===== config.mk =====
export PLATFORM = sky130hd
export DESIGN_NAME = tile_background_renderer
export DESIGN_NICKNAME = d
export VERILOG_FILES = /design/src/rtl/tile_background_renderer_pkg.sv /design/src/rtl/tile_background_renderer_pattern_rom.sv /design/src/rtl/tile_background_renderer.sv
export SDC_FILE = /design/constraint.sdc
export NUM_CORES = 1
export LEC_CHECK = 0
export ABC_CLOCK_PERIOD_IN_PS = 9740
export CAP_MARGIN = 15
export CORE_ASPECT_RATIO = 1.25
export CORE_UTILIZATION = 55
export DETAILED_ROUTE_END_ITERATION = 16
export PLACE_DENSITY = 0.82
export SYNTH_ARGS = -nofsm -noshare
export SYNTH_HDL_FRONTEND = slang
export SYNTH_HIERARCHICAL = 1
export SYNTH_SLANG_ARGS = --single-unit

===== constraint.sdc =====
create_clock -name Clk -period 9.74 [get_ports Clk]
set_input_delay 1.948 -clock Clk [delete_from_list [all_inputs] [get_ports Clk]]
set_output_delay 1.948 -clock Clk [all_outputs]
set_load 0.03 [all_outputs]

===== src/rtl/tile_background_renderer_pkg.sv =====
// Shared types, palette and tile-pattern contents for the tile-map background renderer.
package bg_pkg;

    localparam int TILE_W    = 32;
    localparam int NUM_TILES = 8;
    localparam int TID_W     = $clog2(NUM_TILES);

    typedef logic [TID_W-1:0] tile_id_t;

    localparam tile_id_t TILE_FLOOR = tile_id_t'(0);
    localparam tile_id_t TILE_WALL  = tile_id_t'(1);

    typedef enum logic {CLEAR, RUN} state_t;

    localparam logic [23:0] TILE_FG [NUM_TILES] = '{
        24'h6f399d, 24'h6f399d, 24'h000000, 24'h000000,
        24'h000000, 24'h000000, 24'h000000, 24'h000000
    };
    localparam logic [23:0] TILE_BG [NUM_TILES] = '{
        24'h3f2f4d, 24'h3f2f4d, 24'h000000, 24'h000000,
        24'h000000, 24'h000000, 24'h000000, 24'h000000
    };

    function automatic logic [10:0] wrap_once(input logic [10:0] v, input logic [10:0] ext);
        return (v >= ext) ? v - ext : v;
    endfunction

    // Wall is a running-bond brick: mortar rows at fy = 0 and TILE_W/2, head joints
    // offset by a quarter tile between the two courses. Every other tile is plain (BG).
    function automatic logic [TILE_W-1:0] tile_pattern(input tile_id_t tid, input int unsigned fy);
        logic [TILE_W-1:0] row;
        row = '0;
        if (tid == TILE_WALL && (fy % (TILE_W / 2)) != 0) begin
            row = '1;
            if (fy < TILE_W / 2) begin
                row[0]          = 1'b0;
                row[TILE_W / 2] = 1'b0;
            end else begin
                row[TILE_W / 4]     = 1'b0;
                row[3 * TILE_W / 4] = 1'b0;
            end
        end
        return row;
    endfunction

endpackage


===== src/rtl/tile_background_renderer_pattern_rom.sv =====
// Synchronous-read tile pattern ROM, addressed by {tid, fy}; one TILE_W-bit row per read.
module tile_pattern_rom
    import bg_pkg::*;
#(
    parameter int ROM_TILE_W = bg_pkg::TILE_W,
    parameter int ROM_TILES  = bg_pkg::NUM_TILES,
    parameter int ADDR_W     = $clog2(ROM_TILES * ROM_TILE_W)
) (
    input  logic                  clk,
    input  logic [ADDR_W-1:0]     addr,
    output logic [ROM_TILE_W-1:0] data
);
    localparam int FINE_W = $clog2(ROM_TILE_W);

    logic [ROM_TILE_W-1:0] data_d, data_q;

    always_comb begin
        data_d = ROM_TILE_W'(tile_pattern(tile_id_t'(addr[ADDR_W-1:FINE_W]), 32'(addr[FINE_W-1:0])));
    end

    always_ff @(posedge clk) begin
        data_q <= data_d;
    end

    assign data = data_q;

endmodule


===== src/rtl/tile_background_renderer.sv =====
// Four-stage scrollable tile-map background: coordinate/address, map RAM, pattern ROM, colour.
module tile_background_renderer
    import bg_pkg::*;
#(
    parameter int TILE_W    = 32,
    parameter int MAP_COLS  = 20,
    parameter int MAP_ROWS  = 14,
    parameter int NUM_TILES = bg_pkg::NUM_TILES,
    parameter int STATUS_H  = 32,
    parameter int TID_W     = $clog2(NUM_TILES),
    parameter int ADDR_W    = $clog2(MAP_COLS * MAP_ROWS)
) (
    input  logic              Clk,
    input  logic              Reset,
    input  logic              frame_start,
    input  logic              pixel_valid,
    input  logic [9:0]        DrawX,
    input  logic [9:0]        DrawY,
    input  logic [9:0]        scroll_x,
    input  logic [9:0]        scroll_y,
    input  logic              map_we,
    input  logic [ADDR_W-1:0] map_addr,
    input  logic [TID_W-1:0]  map_tile,
    output logic              map_ready,
    output logic [7:0]        Red,
    output logic [7:0]        Green,
    output logic [7:0]        Blue,
    output logic              rgb_valid
);
    localparam int          MAP_N  = MAP_COLS * MAP_ROWS;
    localparam int          FINE_W = $clog2(TILE_W);
    localparam logic [10:0] EXT_X  = 11'(MAP_COLS * TILE_W);
    localparam logic [10:0] EXT_Y  = 11'(MAP_ROWS * TILE_W);

    state_t              state_d, state_q;
    logic [ADDR_W-1:0]   cnt_d, cnt_q;
    logic                wr_en_d, wr_en_q;
    logic [ADDR_W-1:0]   wr_addr_d, wr_addr_q;
    logic [TID_W-1:0]    wr_tile_d, wr_tile_q;
    logic [9:0]          sx_d, sx_q, sy_d, sy_q;
    logic [10:0]         wx, wy;

    logic                v1_d, v1_q, v2_q, v3_q, v4_d, v4_q;
    logic                blk1_d, blk1_q, blk2_q, blk3_q;
    logic [ADDR_W-1:0]   addr1_d, addr1_q;
    logic [FINE_W-1:0]   fx1_d, fx1_q, fx2_q, fx3_q;
    logic [FINE_W-1:0]   fy1_d, fy1_q, fy2_q;
    logic [TID_W-1:0]    tid2_q, tid3_q;
    logic [TILE_W-1:0]   pat3;
    logic [23:0]         rgb_d, rgb_q;

    logic [TID_W-1:0]    map_mem [MAP_N];

    // NOTE: every variable gets a default before any branch, so no path leaves one unassigned and no latch is inferred.
    always_comb begin
        state_d   = state_q;
        cnt_d     = cnt_q;
        wr_en_d   = 1'b0;
        wr_addr_d = cnt_q;
        wr_tile_d = TID_W'(TILE_FLOOR);
        case (state_q)
            CLEAR: begin
                wr_en_d = 1'b1;
                cnt_d   = cnt_q + 1'b1;
                if (cnt_q == ADDR_W'(MAP_N - 1)) begin
                    state_d = RUN;
                    cnt_d   = '0;
                end
            end
            RUN: begin
                if (map_we && ({1'b0, map_addr} < (ADDR_W + 1)'(MAP_N))) begin
                    wr_en_d   = 1'b1;
                    wr_addr_d = map_addr;
                    wr_tile_d = map_tile;
                end
            end
            default: state_d = CLEAR;
        endcase
    end

    // A frame_start pixel already sees the new scroll, so S1 uses the next-state latch value.
    always_comb begin
        sx_d    = frame_start ? 10'(wrap_once({1'b0, scroll_x}, EXT_X)) : sx_q;
        sy_d    = frame_start ? 10'(wrap_once({1'b0, scroll_y}, EXT_Y)) : sy_q;
        wx      = wrap_once(11'(DrawX) + 11'(sx_d), EXT_X);
        wy      = wrap_once(11'(DrawY) - 11'(STATUS_H) + 11'(sy_d), EXT_Y);
        v1_d    = pixel_valid;
        blk1_d  = (DrawY < 10'(STATUS_H)) || (state_q == CLEAR);
        addr1_d = ADDR_W'(wy[10:FINE_W] * 11'(MAP_COLS) + 11'(wx[10:FINE_W]));
        fx1_d   = wx[FINE_W-1:0];
        fy1_d   = wy[FINE_W-1:0];
    end

    always_comb begin
        rgb_d = rgb_q;
        v4_d  = v3_q;
        if (v3_q) begin
            if (blk3_q)            rgb_d = 24'h000000;
            else if (pat3[fx3_q])  rgb_d = TILE_FG[tid3_q];
            else                   rgb_d = TILE_BG[tid3_q];
        end
    end

    // NOTE: sequential state uses non-blocking assignments so every flop samples pre-edge values.
    always_ff @(posedge Clk) begin
        if (Reset) begin
            state_q   <= CLEAR;
            cnt_q     <= '0;
            wr_en_q   <= 1'b0;
            wr_addr_q <= '0;
            wr_tile_q <= '0;
            sx_q      <= '0;
            sy_q      <= '0;
            v1_q      <= 1'b0;
            v2_q      <= 1'b0;
            v3_q      <= 1'b0;
            v4_q      <= 1'b0;
            blk1_q    <= 1'b0;
            blk2_q    <= 1'b0;
            blk3_q    <= 1'b0;
            addr1_q   <= '0;
            fx1_q     <= '0;
            fx2_q     <= '0;
            fx3_q     <= '0;
            fy1_q     <= '0;
            fy2_q     <= '0;
            tid3_q    <= '0;
            rgb_q     <= '0;
        end else begin
            state_q   <= state_d;
            cnt_q     <= cnt_d;
            wr_en_q   <= wr_en_d;
            wr_addr_q <= wr_addr_d;
            wr_tile_q <= wr_tile_d;
            sx_q      <= sx_d;
            sy_q      <= sy_d;
            v1_q      <= v1_d;
            v2_q      <= v1_q;
            v3_q      <= v2_q;
            v4_q      <= v4_d;
            blk1_q    <= blk1_d;
            blk2_q    <= blk1_q;
            blk3_q    <= blk2_q;
            addr1_q   <= addr1_d;
            fx1_q     <= fx1_d;
            fx2_q     <= fx1_q;
            fx3_q     <= fx2_q;
            fy1_q     <= fy1_d;
            fy2_q     <= fy1_q;
            tid3_q    <= tid2_q;
            rgb_q     <= rgb_d;
        end
    end

    // NOTE: the map RAM has no reset; the CLEAR sweep initialises it.
    // Writes are registered one stage so a write presented alongside a pixel lands on the
    // same edge as that pixel's read, which therefore returns the old tile.
    always_ff @(posedge Clk) begin
        if (wr_en_q) map_mem[wr_addr_q] <= wr_tile_q;
        tid2_q <= map_mem[addr1_q];
    end

    tile_pattern_rom #(
        .ROM_TILE_W (TILE_W),
        .ROM_TILES  (NUM_TILES)
    ) u_rom (
        .clk  (Clk),
        .addr ({tid2_q, fy2_q}),
        .data (pat3)
    );

    assign map_ready = (state_q == RUN);
    assign Red       = rgb_q[23:16];
    assign Green     = rgb_q[15:8];
    assign Blue      = rgb_q[7:0];
    assign rgb_valid = v4_q;

endmodule

======== Yosys cells after proc, flatten, opt, wreduce, memory -nomap -nowiden ========
Memory sizes are Yosys's and may differ from the RTL's. A register that Yosys moved wholly into a read port is not among the register bits.
Index checks and enable logic that the tools add are counted.
word-level totals
  flip-flop bits (word level) ............. 143
  RAM bits ................................ 840
  ROM bits ................................ 384
  bits of input ports ..................... 57
  output and inout port bits .............. 26
  memories kept ........................... 3
memories
  memory           words  bits a word  read ports  clocked after memory_dff  write ports  line                             text
  map_mem          280    3            1           1                         1            tile_background_renderer.sv:52   logic [TID_W-1:0] map_mem [MAP_N];
  (no name shown)  8      24           1           0                         0            tile_background_renderer.sv:100  else rgb_d = TILE_BG[tid3_q];
  (no name shown)  8      24           1           0                         0            tile_background_renderer.sv:99   else if (pat3[fx3_q]) rgb_d = TILE_FG[tid3_q];
cells by class
  add/sub/neg operators ................... 9
  multipliers ............................. 1
  magnitude comparators ................... 9
  equal/unequal tests ..................... 2
  mux-type cells .......................... 26
  bitwise gates (word level) .............. 3
  reductions and logical operators ........ 5
operators by type and width
  operator                  count
  $mux W24                  6
  $mux W10                  4
  $mux W32                  1
  $reduce_bool A32 Y1       1
  $mux W9                   3
  $mux W11                  2
  $add A10 B10 Y11          1
  $add A11 B10 Y11          1
  $ge A11 B10 Y1 const B    1
  $ge A11 B9 Y1 const B     1
  $sub A10 B6 Y11 const B   1
  $sub A11 B10 Y11 const B  1
  $sub A11 B9 Y11 const B   1
  $ge A10 B10 Y1 const B    1
  $ge A10 B9 Y1 const B     1
  $lt A10 B6 Y1 const B     1
  $sub A10 B10 Y10 const B  1
  $sub A10 B9 Y10 const B   1
  $add A9 B1 Y9 const B     1
  $add A9 B6 Y9             1
  $eq A9 B9 Y1 const B      1
  $lt A9 B9 Y1 const B      1
  $mux W1                   8
  $mul A6 B3 Y7 const B     1
  11 further kinds          13

======== Logic depth before layout (Yosys ltp) ========
Gate-level depths: netlist (run 1).
  word-level depth ........................ 8
  gate-level depth with buffers ........... 26
  mapped depth without buffers ............ 25

======== By module ========
Netlist (run 1), hierarchy kept.
modules (own cells, without submodules)
  module                    instances  cells an instance  area each (um^2)
  tile_background_renderer  1          2242               38700.9
  tile_pattern_rom          1          37                 324.1

======== Worst setup path before layout (run 1) ========
Ideal clock, no wire load.
  path kind ............................... input port to flip-flop
  start ................................... in frame_start
  end ..................................... reg addr1_q[8]
  library setup time ...................... 0.132 ns
  data arrival time ....................... 7.054 ns
  data required time ...................... 9.608 ns
  path slack .............................. 2.555 ns
  stages .................................. 23
  path buffers ............................ 2
  cells stage by stage .................... clkbuf_1 -> buf_1 -> mux2_2 -> ha_1 -> ha_1 -> fa_1 -> a211oi_1 -> nor2_1 -> o31ai_1 -> a21boi_1 -> ha_1 -> and2_1 -> a211oi_1 -> nand2_1 -> mux2_2 -> ha_1 -> ha_1 -> inv_1 -> fa_1 -> nor3b_1 -> xnor2_1 -> and3_1 -> nor3_1
between the ends
  longest elaborated chain between the ends .. 6
  elaborated cells between the ends (all ways) .. 12
RTL lines
  item                                                     line                                text
  start: declaration                                       tile_background_renderer.sv:15      input logic frame_start,
  $mux W10 (*)                                             tile_background_renderer.sv:84      sy_d = frame_start ? 10'(wrap_once({1'b0, scroll_y}, EXT_Y)) : sy_q;
  named net sy_d[1]                                        tile_background_renderer.sv:40      logic [9:0] sx_d, sx_q, sy_d, sy_q;
  $add A11 B10 Y11 (*)                                     tile_background_renderer.sv:86      wy = wrap_once(11'(DrawY) - 11'(STATUS_H) + 11'(sy_d), EXT_Y);
  $sub A11 B9 Y11 / $ge A11 B9 Y1 (equally long branches)  tile_background_renderer_pkg.sv:25  return (v >= ext) ? v - ext : v;
  $mux W11 (*)                                             tile_background_renderer_pkg.sv:25
  $mul A6 B3 Y7 (*)                                        tile_background_renderer.sv:89      addr1_d = ADDR_W'(wy[10:FINE_W] * 11'(MAP_COLS) + 11'(wx[10:FINE_W]));
  $add A9 B6 Y9 (*)                                        tile_background_renderer.sv:89
  end signal: assignment                                   tile_background_renderer.sv:144     addr1_q <= addr1_d;
  end: declaration                                         tile_background_renderer.sv:45      logic [ADDR_W-1:0] addr1_d, addr1_q;
Mark *: on every way through the listed nets, which the timed path passes. The rest lies on a longest branch.
A chain may end at the register's enable or synchronous reset.

======== Final worst setup path (run 1) ========
Ends and elaborated chain as after synthesis.

==> impl_metrics.py, run 1 <==
metrics = {
    "worst_setup_path": {
        "r2r_setup_slack_ns": 4.47,
        "worst-setup-path-type": "in -> reg",
        "r2r_cells": 22,
        "r2r-start": "sy_q[1]$_SDFF_PP0_",
        "critPathCaptureType": "flop",
        "cp.required_ns": 10.23,
        "timing.rr.end": "addr1_q[8]$_SDFF_PP0_",
        "crit_arrival_ns": 7.97,
        "startpoint": "frame_start",
        "crit_fanout": 15,
        "worst_setup_path_start_kind": "primary input",
    },
    "yosys": {
        "synth_xor_area_frac": 0.00584,
        "syn_inst": 2279,
        "synth-compound-area-share": 0.0330,
        "synth_top_area_frac": 0.646,
        "ys_ff_latch": 935,
        "synth_fa_ha_area_frac": 0.0165,
        "synth-main-ff-cell": "edfxtp_1",
        "synth-edff-count": 840,
        "synthMuxAreaShare": 0.156,
        "async_reset_ff_frac": 0,
        "synth_top_family_by_area": "multiplexers",
        "synth.area.top_cells": "edfxtp_1, mux4_2, dfxtp_1",
        "yosys.area_share.simple": 0.0616,
        "ys_warn_count": 6,
        "syn_area_per_cell_um2": 17.1,
        "yosysSeqAreaShare": 0.695,
        "synth_area_um2": 39000,
        "yosysTopAreaCell": "edfxtp_1",
        "yosysUniqueCellTypes": 66,
    },
    "cells_and_area": {
        "nFillCells": 4688,
        "num-nets-final": 2414,
        "final_common_cell": "edfxtp_1",
        "final_cells": 3311,
        "finish.instance_area_um2": 42800,
        "syn_to_final_growth_pct": 9.73,
        "seq_area_um2": 27100,
        "multi_input_area_um2": 10700,
        "final_cell_mix": "edfxtp_1, nor2_1, mux4_2, dfxtp_1, clkbuf_16",
        "drive_above_1_share": 0.171,
    },
    "min_path": {
        "hold_depth": 1,
        "hold_end": "u_rom/data[8]$_SDFF_PN0_",
        "min_from": "fy2_q[4]$_SDFF_PP0_",
        "hold_class": "reg -> reg",
    },
    "detailed_routing": {
        "antenna_left": 0,
        "wl_per_cell_um": 25.4,
        "drtIter0Drc": 2302,
        "detailroute.via_count": 20700,
        "drcViolationCount": 0,
        "drtPass1Iterations": 5,
        "vias_per_cell": 6.25,
        "routed_wl_um": 84000,
    },
    "status": {
        "status": "finished, final reports clean",
    },
    "floorplanning": {
        "fp.dieH_um": 300,
        "rows": 108,
        "core_area_um2": 69900,
        "initial_core_util": 0.559,
        "die_area_um2": 72000,
        "ios": 83,
        "die_x_um": 240,
    },
    "timing": {
        "max_freq_mhz": 134,
        "holdWs_ns": 0.411,
        "fin_ws_ns": 2.26,
        "slew_headroom": 0.192,
        "rsz0062_at_grt": "false",
        "report.final.slew_viol_count": 0,
        "worst-slew-pin-transition_ns": 1.21,
        "setup_viol": 0,
        "post-route-min-period_ns": 7.48,
        "tns_ns": 0,
        "post-route-period-util": 0.768,
        "skew_ns": 0.0216,
        "hold_violations": 0,
    },
    "global_routing": {
        "grt_util_all_layers": 0.238,
        "gr-total-overflow": 0,
        "grt_pass1_wl_um": 127000,
        "grt_pass1_vias": 21700,
        "antenna_found_initial": 1,
        "grt_max_degree": 191,
    },
    "placed_design": {
        "hpwl_um": 51600,
        "dp.cells": 3156,
        "place_congestion": 0.864,
        "dpl_cell_area_um2": 40200,
        "port-buffer-count": 77,
        "place_ws_ns": 1.61,
    },
    "power": {
        "ir_drop_mv": 0.155,
        "p_leak_nw": 11.6,
        "powerDensity_nw_per_um2": 209,
    },
    "clock_network": {
        "cts_sinks": 935,
        "cts-root-buf": "clkbuf_16",
        "cts_max_path_buffers": 3,
        "h-tree-depth": 3,
        "cts_tree": "built",
        "cts_hold_buf": 0,
        "clk_latency_ns": 0.63,
        "cts_setup_buffers": 0,
        "cts-buffers-inserted": 85,
        "post_cts_resize_count": 0,
        "clk_pin_slew_ns": 0.06,
    },
    "run": {
        "cap_viol_max_count": 0,
    },
}
-- critical path, stage by stage --
cell             delay (ns)
clkdlybuf4s50_1        0.77
buf_4                  0.31
mux2_2                 0.37
ha_1                   0.28
ha_1                   0.23
fa_1                   0.49
a211oi_1               0.23
nor2_1                 0.11
o31ai_1                0.27
a21boi_1               0.29
ha_1                   0.23
and2_1                 0.19
a211oi_1               0.11
a21boi_0               0.20
mux2i_1                0.13
ha_1                   0.30
ha_1                   0.16
inv_1                  0.06
fa_1                   0.43
xnor2_1                0.21
nor3b_1                0.26
xnor2_1                0.17
and3_1                 0.18
nor3_1                 0.04
-- metal layers --
layer,up-vias,GRT usage,part of all wire
li1,8880,-,-
met1,10400,0.295,0.35
met2,1144,0.402,0.51
met3,247,0.0413,0.083
met4,0,0.121,0.049
met5,-,0,0
-- logic make-up after synthesis --
family                   after synthesis
flip-flops                           935
AND/OR/NAND/NOR                      544
XOR/XNOR                              26
AO/OA/AOI/OAI                        201
buffers and inverters                204
adder cells (fa/ha/maj)               49
other                                  1
multiplexers                         319
-- stage by stage --
step,utilization,power [mW]
2_1_floorplan,-,5.46
3_3_place_gp,0.575,5.75
3_5_place_dp,0.575,5.79
4_1_cts,0.613,8.97
5_1_grt,0.613,9.22
6_report,0.613,8.96
-- cell usage after synthesis (33+ instances only) --
cell      count
mux2i_1      63
mux2_2       33
clkbuf_1     63
dfxtp_1      95
nor2b_1      58
nand2_1      53
edfxtp_1    840
nor2_1      352
o21ai_0      47
ha_1         45
buf_4        60
a21oi_1      50
mux4_2      202
-- cell type report --
type,count,area share
clock buffer,114,0.0551
clock inverter,40,0.00719
sequential,935,0.634
timing repair buffer,111,0.0241
multi-input combinational,1144,0.250
antenna,1,0.0000584
inverter,31,0.00272
tap,935,0.0273
-- power by group --
group	internal [mW]	total, mW	switching, mW
clock network	1.81	3.23	1.42
registers	4.35	4.44	0.0873
logic	0.532	1.30	0.764
total	6.69	8.96	2.28
-- flip-flops by register name, indices dropped and copies added (netlist names), 9 cells and up --
| register | flops |
|---|---|
| cnt_q | 9 |
| addr1_q | 9 |
| sx_q | 10 |
| sy_q | 10 |
| wr_addr_q | 9 |
| map_mem | 840 |
-- worst max path at each step --
stage,cells after the start,endpoint
2_1_floorplan,23,addr1_q[8]$_SDFF_PP0_
6_report,24,addr1_q[8]$_SDFF_PP0_
5_1_grt,24,addr1_q[8]$_SDFF_PP0_
3_3_place_gp,23,addr1_q[8]$_SDFF_PP0_
4_1_cts,23,addr1_q[8]$_SDFF_PP0_
3_5_place_dp,23,addr1_q[8]$_SDFF_PP0_
(Power assumes the default switching activity.)
==> run 2, diff against run 1 <==
--- a/config.mk
+++ b/config.mk
@@ -5,7 +5,7 @@
 export SDC_FILE = /design/constraint.sdc
 export NUM_CORES = 1
 export LEC_CHECK = 0
-export ABC_CLOCK_PERIOD_IN_PS = 9740
+export ABC_CLOCK_PERIOD_IN_PS = 7800
 export CAP_MARGIN = 15
 export CORE_ASPECT_RATIO = 1.25
 export CORE_UTILIZATION = 55
==> constraint.sdc (replaced) <==
create_clock -name Clk -period 7.8 [get_ports Clk]
set_input_delay 1.56 -clock Clk [delete_from_list [all_inputs] [get_ports Clk]]
set_output_delay 1.56 -clock Clk [all_outputs]
set_load 0.03 [all_outputs]
==> run 2 against run 1 <==
Against the previous run:
- register-to-register slack worse by 2.2 ns
- via count is 0.44% higher
- global-route usage is 0.64 points higher
- flip-flop and latch count stayed put
- design area hardly changed
- first-iteration DRC count is 7.8% lower
- critical path type unchanged
- critical endpoint unchanged
- largest power group unchanged
- highest routed layer unchanged
==> impl_metrics.py, run 2 (same netlist as run 1, synthesis figures left out) <==
metrics = {
    "min_path": {
        "hold_class": "reg -> reg",
    },
    "detailed_routing": {
        "detailroute.via_count": 20800,
        "drcViolationCount": 0,
        "wl_per_cell_um": 25.9,
        "drtIter0Drc": 2122,
        "drtPass1Iterations": 8,
        "antenna_left": 0,
        "vias_per_cell": 6.28,
        "routed_wl_um": 85600,
    },
    "global_routing": {
        "grt_pass1_wl_um": 130000,
        "grt_max_degree": 118,
        "grt_pass1_vias": 21700,
        "grt_util_all_layers": 0.244,
        "antenna_found_initial": 0,
        "gr-total-overflow": 0,
    },
    "clock_network": {
        "cts_tree": "built",
        "h-tree-depth": 3,
        "clk_latency_ns": 0.63,
        "post_cts_resize_count": 0,
        "cts_sinks": 935,
        "clk_pin_slew_ns": 0.07,
        "cts_hold_buf": 0,
        "cts_setup_buffers": 0,
        "cts-buffers-inserted": 84,
        "cts-root-buf": "clkbuf_16",
        "cts_max_path_buffers": 3,
    },
    "power": {
        "comb_power_share": 0.145,
        "powerDensity_nw_per_um2": 263,
        "pwr-share-seq": 0.492,
        "p_clk_frac": 0.362,
        "power.switching_mw": 2.86,
        "ir_drop_mv": 0.193,
        "swShare": 0.254,
        "p_int_mw": 8.40,
        "p_leak_nw": 11.6,
    },
    "timing": {
        "hold_violations": 0,
        "report.final.slew_viol_count": 0,
        "post-route-min-period_ns": 6.80,
        "skew_ns": 0.0302,
        "max_freq_mhz": 147,
        "worst-slew-pin-transition_ns": 1.25,
        "slew_headroom": 0.163,
        "rsz0062_at_grt": "false",
        "setup_viol": 0,
        "tns_ns": 0,
        "post-route-period-util": 0.871,
    },
    "floorplanning": {
        "fp.dieH_um": 300,
        "die_area_um2": 72000,
        "die_x_um": 240,
        "ios": 83,
        "initial_core_util": 0.559,
        "core_area_um2": 69900,
        "rows": 108,
    },
    "worst_setup_path": {
        "worst-setup-path-type": "in -> reg",
        "worst_setup_path_start_kind": "primary input",
        "crit_arrival_ns": 7.34,
        "cp.required_ns": 8.35,
        "critPathCaptureType": "flop",
        "crit_fanout": 4,
    },
    "cells_and_area": {
        "largest_register_ffs": 840,
        "n_antenna_cell": 0,
        "drive_above_1_share": 0.171,
        "syn_to_final_growth_pct": 9.83,
        "final_common_cell": "edfxtp_1",
        "final_cell_mix": "edfxtp_1, nor2_1, mux4_2, dfxtp_1, clkbuf_16",
        "largestRegisters": "map_mem (840), sx_q (10), sy_q (10)",
        "final_cells": 3309,
        "num-nets-final": 2414,
        "top_register": "map_mem",
    },
    "placed_design": {
        "dp.cells": 3157,
        "place_congestion": 0.863,
        "port-buffer-count": 77,
        "hpwl_um": 51700,
    },
    "status": {
        "status": "finished, final reports clean",
    },
    "run": {
        "cap_viol_max_count": 0,
    },
}
## run 2: layout make-up
class / count / area, um^2
Timing Repair Buffer: 112 / 1050
Sequential cell: 935 / 27100
Multi-Input combinational cell: 1144 / 10700
Fill cell: 4655 / 27000
Inverter: 31 / 116
Clock inverter: 46 / 452
Clock buffer: 106 / 2240
Tap cell: 935 / 1170
## run 2: layer usage
layer / track usage / wire length (um)
met3: 0.0484 / 7610
met1: 0.302 / 30000
met4: 0.108 / 3550
met2: 0.417 / 44400
met5: 0 / 0
## run 2: power groups by stage
| stage | clock network, mW | registers [mW] | logic, mW |
|---|---|---|---|
| after floorplan | 0 | 5.56 | 1.25 |
| after global placement | 0 | 5.65 | 1.55 |
| after detailed placement | 0 | 5.65 | 1.60 |
| after CTS | 4.11 | 5.54 | 1.62 |
| after global routing | 4.29 | 5.55 | 1.74 |
| final | 4.08 | 5.54 | 1.64 |
## run 2: through the flow
| stage | util | hold WS (ns) | area (um^2) | setup slack, ns | total power, mW |
|---|---|---|---|---|---|
| after detailed placement | 0.575 | 0.416 | 40200 | 0.439 | 7.25 |
| final | 0.614 | 0.431 | 42900 | 1.00 | 11.3 |
| after floorplan | - | 0.388 | 39000 | 1.00 | 6.81 |
| after CTS | 0.614 | 0.426 | 42900 | 1.02 | 11.3 |
| after global placement | 0.575 | 0.406 | 40200 | 0.722 | 7.20 |
| after global routing | 0.614 | 0.452 | 42900 | 0.542 | 11.6 |
## run 2: final timing paths
| kind | from | slack [ns] | endpoint | depth (start not counted) |
|---|---|---|---|---|
| setup / recovery | frame_start | 1.00 | addr1_q[8]$_SDFF_PP0_ | 22 |
| hold / removal | fy2_q[4]$_SDFF_PP0_ | 0.43 | u_rom/data[8]$_SDFF_PN0_ | 1 |
| setup reg to reg | sy_q[1]$_SDFF_PP0_ | 2.32 | addr1_q[8]$_SDFF_PP0_ | 21 |
| hold reg to reg | fy2_q[4]$_SDFF_PP0_ | 0.43 | u_rom/data[8]$_SDFF_PN0_ | 1 |
## run 2: worst max-delay path, cell delays in order
cell and delay, ns:
clkdlybuf4s50_1 0.57, mux2_2 0.38, ha_1 0.30, ha_1 0.25
fa_1 0.50, a211oi_1 0.23, nor2_1 0.11, o31ai_1 0.26
a21boi_1 0.30, ha_1 0.23, and2_1 0.19, a211oi_1 0.11
nand2_1 0.18, mux2_2 0.38, ha_1 0.20, ha_1 0.22
inv_1 0.10, fa_1 0.45, nor3b_1 0.32, xnor2_1 0.13
and3_1 0.19, nor3_1 0.16
==> run 3, diff against run 2 <==
--- a/config.mk
+++ b/config.mk
@@ -7,7 +7,7 @@
 export LEC_CHECK = 0
 export ABC_CLOCK_PERIOD_IN_PS = 7800
 export CAP_MARGIN = 15
-export CORE_ASPECT_RATIO = 1.25
+export CORE_ASPECT_RATIO = 1.75
 export CORE_UTILIZATION = 55
 export DETAILED_ROUTE_END_ITERATION = 16
 export PLACE_DENSITY = 0.82
==> run 3 against run 2 <==
Against the previous run:
- the run now ends with max-slew violations left
- worst setup slack worse by 0.16 ns
- count of clock-buffer cells in the layout is 14 lower
- largest cell class unchanged
- worst hold slack worse by 0.013 ns
- critical path depth is 1 higher
- combinational power hardly changed
- non-clock buffer count is 9 lower
- design area is 0.55% lower
- core utilization is 0.30 points lower
==> impl_metrics.py, run 3 (same netlist as run 1, synthesis figures left out) <==
metrics = {
    "timing": {
        "post-route-period-util": 0.892,
        "hold_violations": 0,
        "max_freq_mhz": 144,
        "slew_headroom": -0.0512,
        "tns_ns": 0,
        "rsz0062_at_grt": "false",
        "setup_viol": 0,
        "fin_ws_ns": 0.840,
        "skew_ns": 0.0209,
        "report.final.slew_viol_count": 106,
        "holdWs_ns": 0.419,
        "worst-slew-pin-transition_ns": 1.58,
        "post-route-min-period_ns": 6.96,
    },
    "detailed_routing": {
        "wl_per_cell_um": 27.2,
        "drcViolationCount": 0,
        "drtPass1Iterations": 5,
        "routed_wl_um": 88600,
        "detailroute.via_count": 20800,
        "antenna_left": 0,
        "drtIter0Drc": 2308,
        "vias_per_cell": 6.39,
    },
    "floorplanning": {
        "fp.dieH_um": 354,
        "die_area_um2": 72100,
        "ios": 83,
        "core_area_um2": 69800,
        "initial_core_util": 0.559,
        "die_x_um": 203,
        "rows": 128,
    },
    "cells_and_area": {
        "largest_register_ffs": 840,
        "drive_above_1_share": 0.166,
        "top_register": "map_mem",
        "final_common_cell": "edfxtp_1",
        "n_antenna_cell": 0,
        "syn_to_final_growth_pct": 9.23,
        "largestRegisters": "map_mem (840), sx_q (10), sy_q (10)",
        "nFillCells": 4781,
        "num-nets-final": 2397,
        "final_cell_mix": "edfxtp_1, nor2_1, mux4_2, dfxtp_1, clkbuf_16",
    },
    "placed_design": {
        "place_congestion": 0.824,
        "hpwl_um": 53400,
        "port-buffer-count": 77,
        "place_ws_ns": 0.265,
    },
    "power": {
        "powerDensity_nw_per_um2": 260,
        "power.total_mw": 11.1,
        "ir_drop_mv": 0.175,
        "p_leak_nw": 11.5,
    },
    "worst_setup_path": {
        "crit_arrival_ns": 7.42,
        "crit_fanout": 4,
        "cpPeakStageDelay_ns": 0.67,
        "worst-setup-path-type": "in -> reg",
        "worst_setup_path_start_kind": "primary input",
        "critPathCaptureType": "flop",
        "cp.required_ns": 8.26,
        "path_cells": "clkdlybuf4s50_1 > mux2_2 > ha_1 > ha_1 > fa_1 > a211oi_1 > nor2_1 > o31ai_1 > a21boi_1 > ha_1 > and2_1 > a211oi_1 > a21boi_0 > mux2i_1 > ha_1 > ha_1 > inv_1 > fa_1 > xnor2_1 > nor3b_1 > xnor2_1 > and3_1 > nor3_1",
        "critPathSlowestCell": "clkdlybuf4s50_1",
        "cp_common_cell": "ha_1",
    },
    "clock_network": {
        "cts-root-buf": "clkbuf_16",
        "h-tree-depth": 3,
        "cts_sinks": 935,
        "cts_hold_buf": 0,
        "post_cts_resize_count": 0,
        "cts-buffers-inserted": 76,
        "clk_latency_ns": 0.62,
        "cts_setup_buffers": 0,
        "cts_max_path_buffers": 3,
        "cts_tree": "built",
        "clk_pin_slew_ns": 0.07,
    },
    "global_routing": {
        "grt_util_all_layers": 0.250,
        "grt_pass1_vias": 22100,
        "gr-total-overflow": 0,
        "antenna_found_initial": 0,
        "grt_pass1_wl_um": 132000,
        "grt_max_degree": 253,
    },
    "status": {
        "status": "finished, violations left",
        "violations": "max-slew violations",
    },
    "run": {
        "cap_viol_max_count": 0,
    },
    "min_path": {
        "hold_class": "reg -> reg",
    },
}
==> run 3: cell count changes in the layout (fill, tap and decap cells not counted), sizes merged <==
| cell | previous run | this run |
|---|---|---|
| clkbuf | 106 | 92 |
| buf | 36 | 27 |
| clkinv | 31 | 26 |
| clkinvlp | 6 | 8 |
| inv | 32 | 33 |
==> run 3: worst max-delay path: cells and delay by family <==
family	cells	cell delay, ns
AOI/OAI and AO/OA	5	1.15
xor gates and xnor gates	2	0.39
adders and majority gates	7	2.20
buffers and inverters	2	0.76
muxes	2	0.54
and+or+nand+nor	5	0.80
==> run 3: area by class of cell <==
cell class | instances | area (um^2) | share of cell area
Sequential cell | 935 | 27100 | 0.637
Timing Repair Buffer | 103 | 1060 | 0.0249
Clock inverter | 44 | 440 | 0.0103
Multi-Input combinational cell | 1144 | 10700 | 0.251
Inverter | 31 | 116 | 0.00273
Clock buffer | 92 | 2040 | 0.0478
Tap cell | 910 | 1140 | 0.0267
==> run 3: stage by stage <==
stage / area (um^2) / util / std cells
after floorplan: 39000 / - / 2283
after global placement: 40100 / 0.574 / 3121
after detailed placement: 40100 / 0.574 / 3121
after CTS: 42600 / 0.610 / 3257
after global routing: 42600 / 0.610 / 3259
final: 42600 / 0.610 / 3259
==> run 3: per-layer routing <==
| metal | global-route usage | vias up | part of all wire |
|---|---|---|---|
| met5 | 0 | - | 0 |
| met3 | 0.0322 | 256 | 0.073 |
| li1 | - | 8832 | - |
| met1 | 0.272 | 10500 | 0.32 |
| met2 | 0.457 | 1263 | 0.55 |
| met4 | 0.158 | 0 | 0.061 |
==> run 3: power by group <==
group	switching [mW]	leakage [nW]	internal, mW
Sequential	0.114	6.86	5.43
Clock	1.75	1.19	2.14
Combinational	0.992	3.44	0.681
Total	2.85	11.5	8.25
==> run 3: path summary, 6_finish.rpt <==
kind / cells after the start / slack, ns / from / to
max: 23 / 0.84 / frame_start / addr1_q[8]$_SDFF_PP0_
max reg2reg: 22 / 2.28 / sy_q[1]$_SDFF_PP0_ / addr1_q[8]$_SDFF_PP0_
min: 1 / 0.42 / fy2_q[4]$_SDFF_PP0_ / u_rom/data[8]$_SDFF_PN0_
min reg2reg: 1 / 0.42 / fy2_q[4]$_SDFF_PP0_ / u_rom/data[8]$_SDFF_PN0_
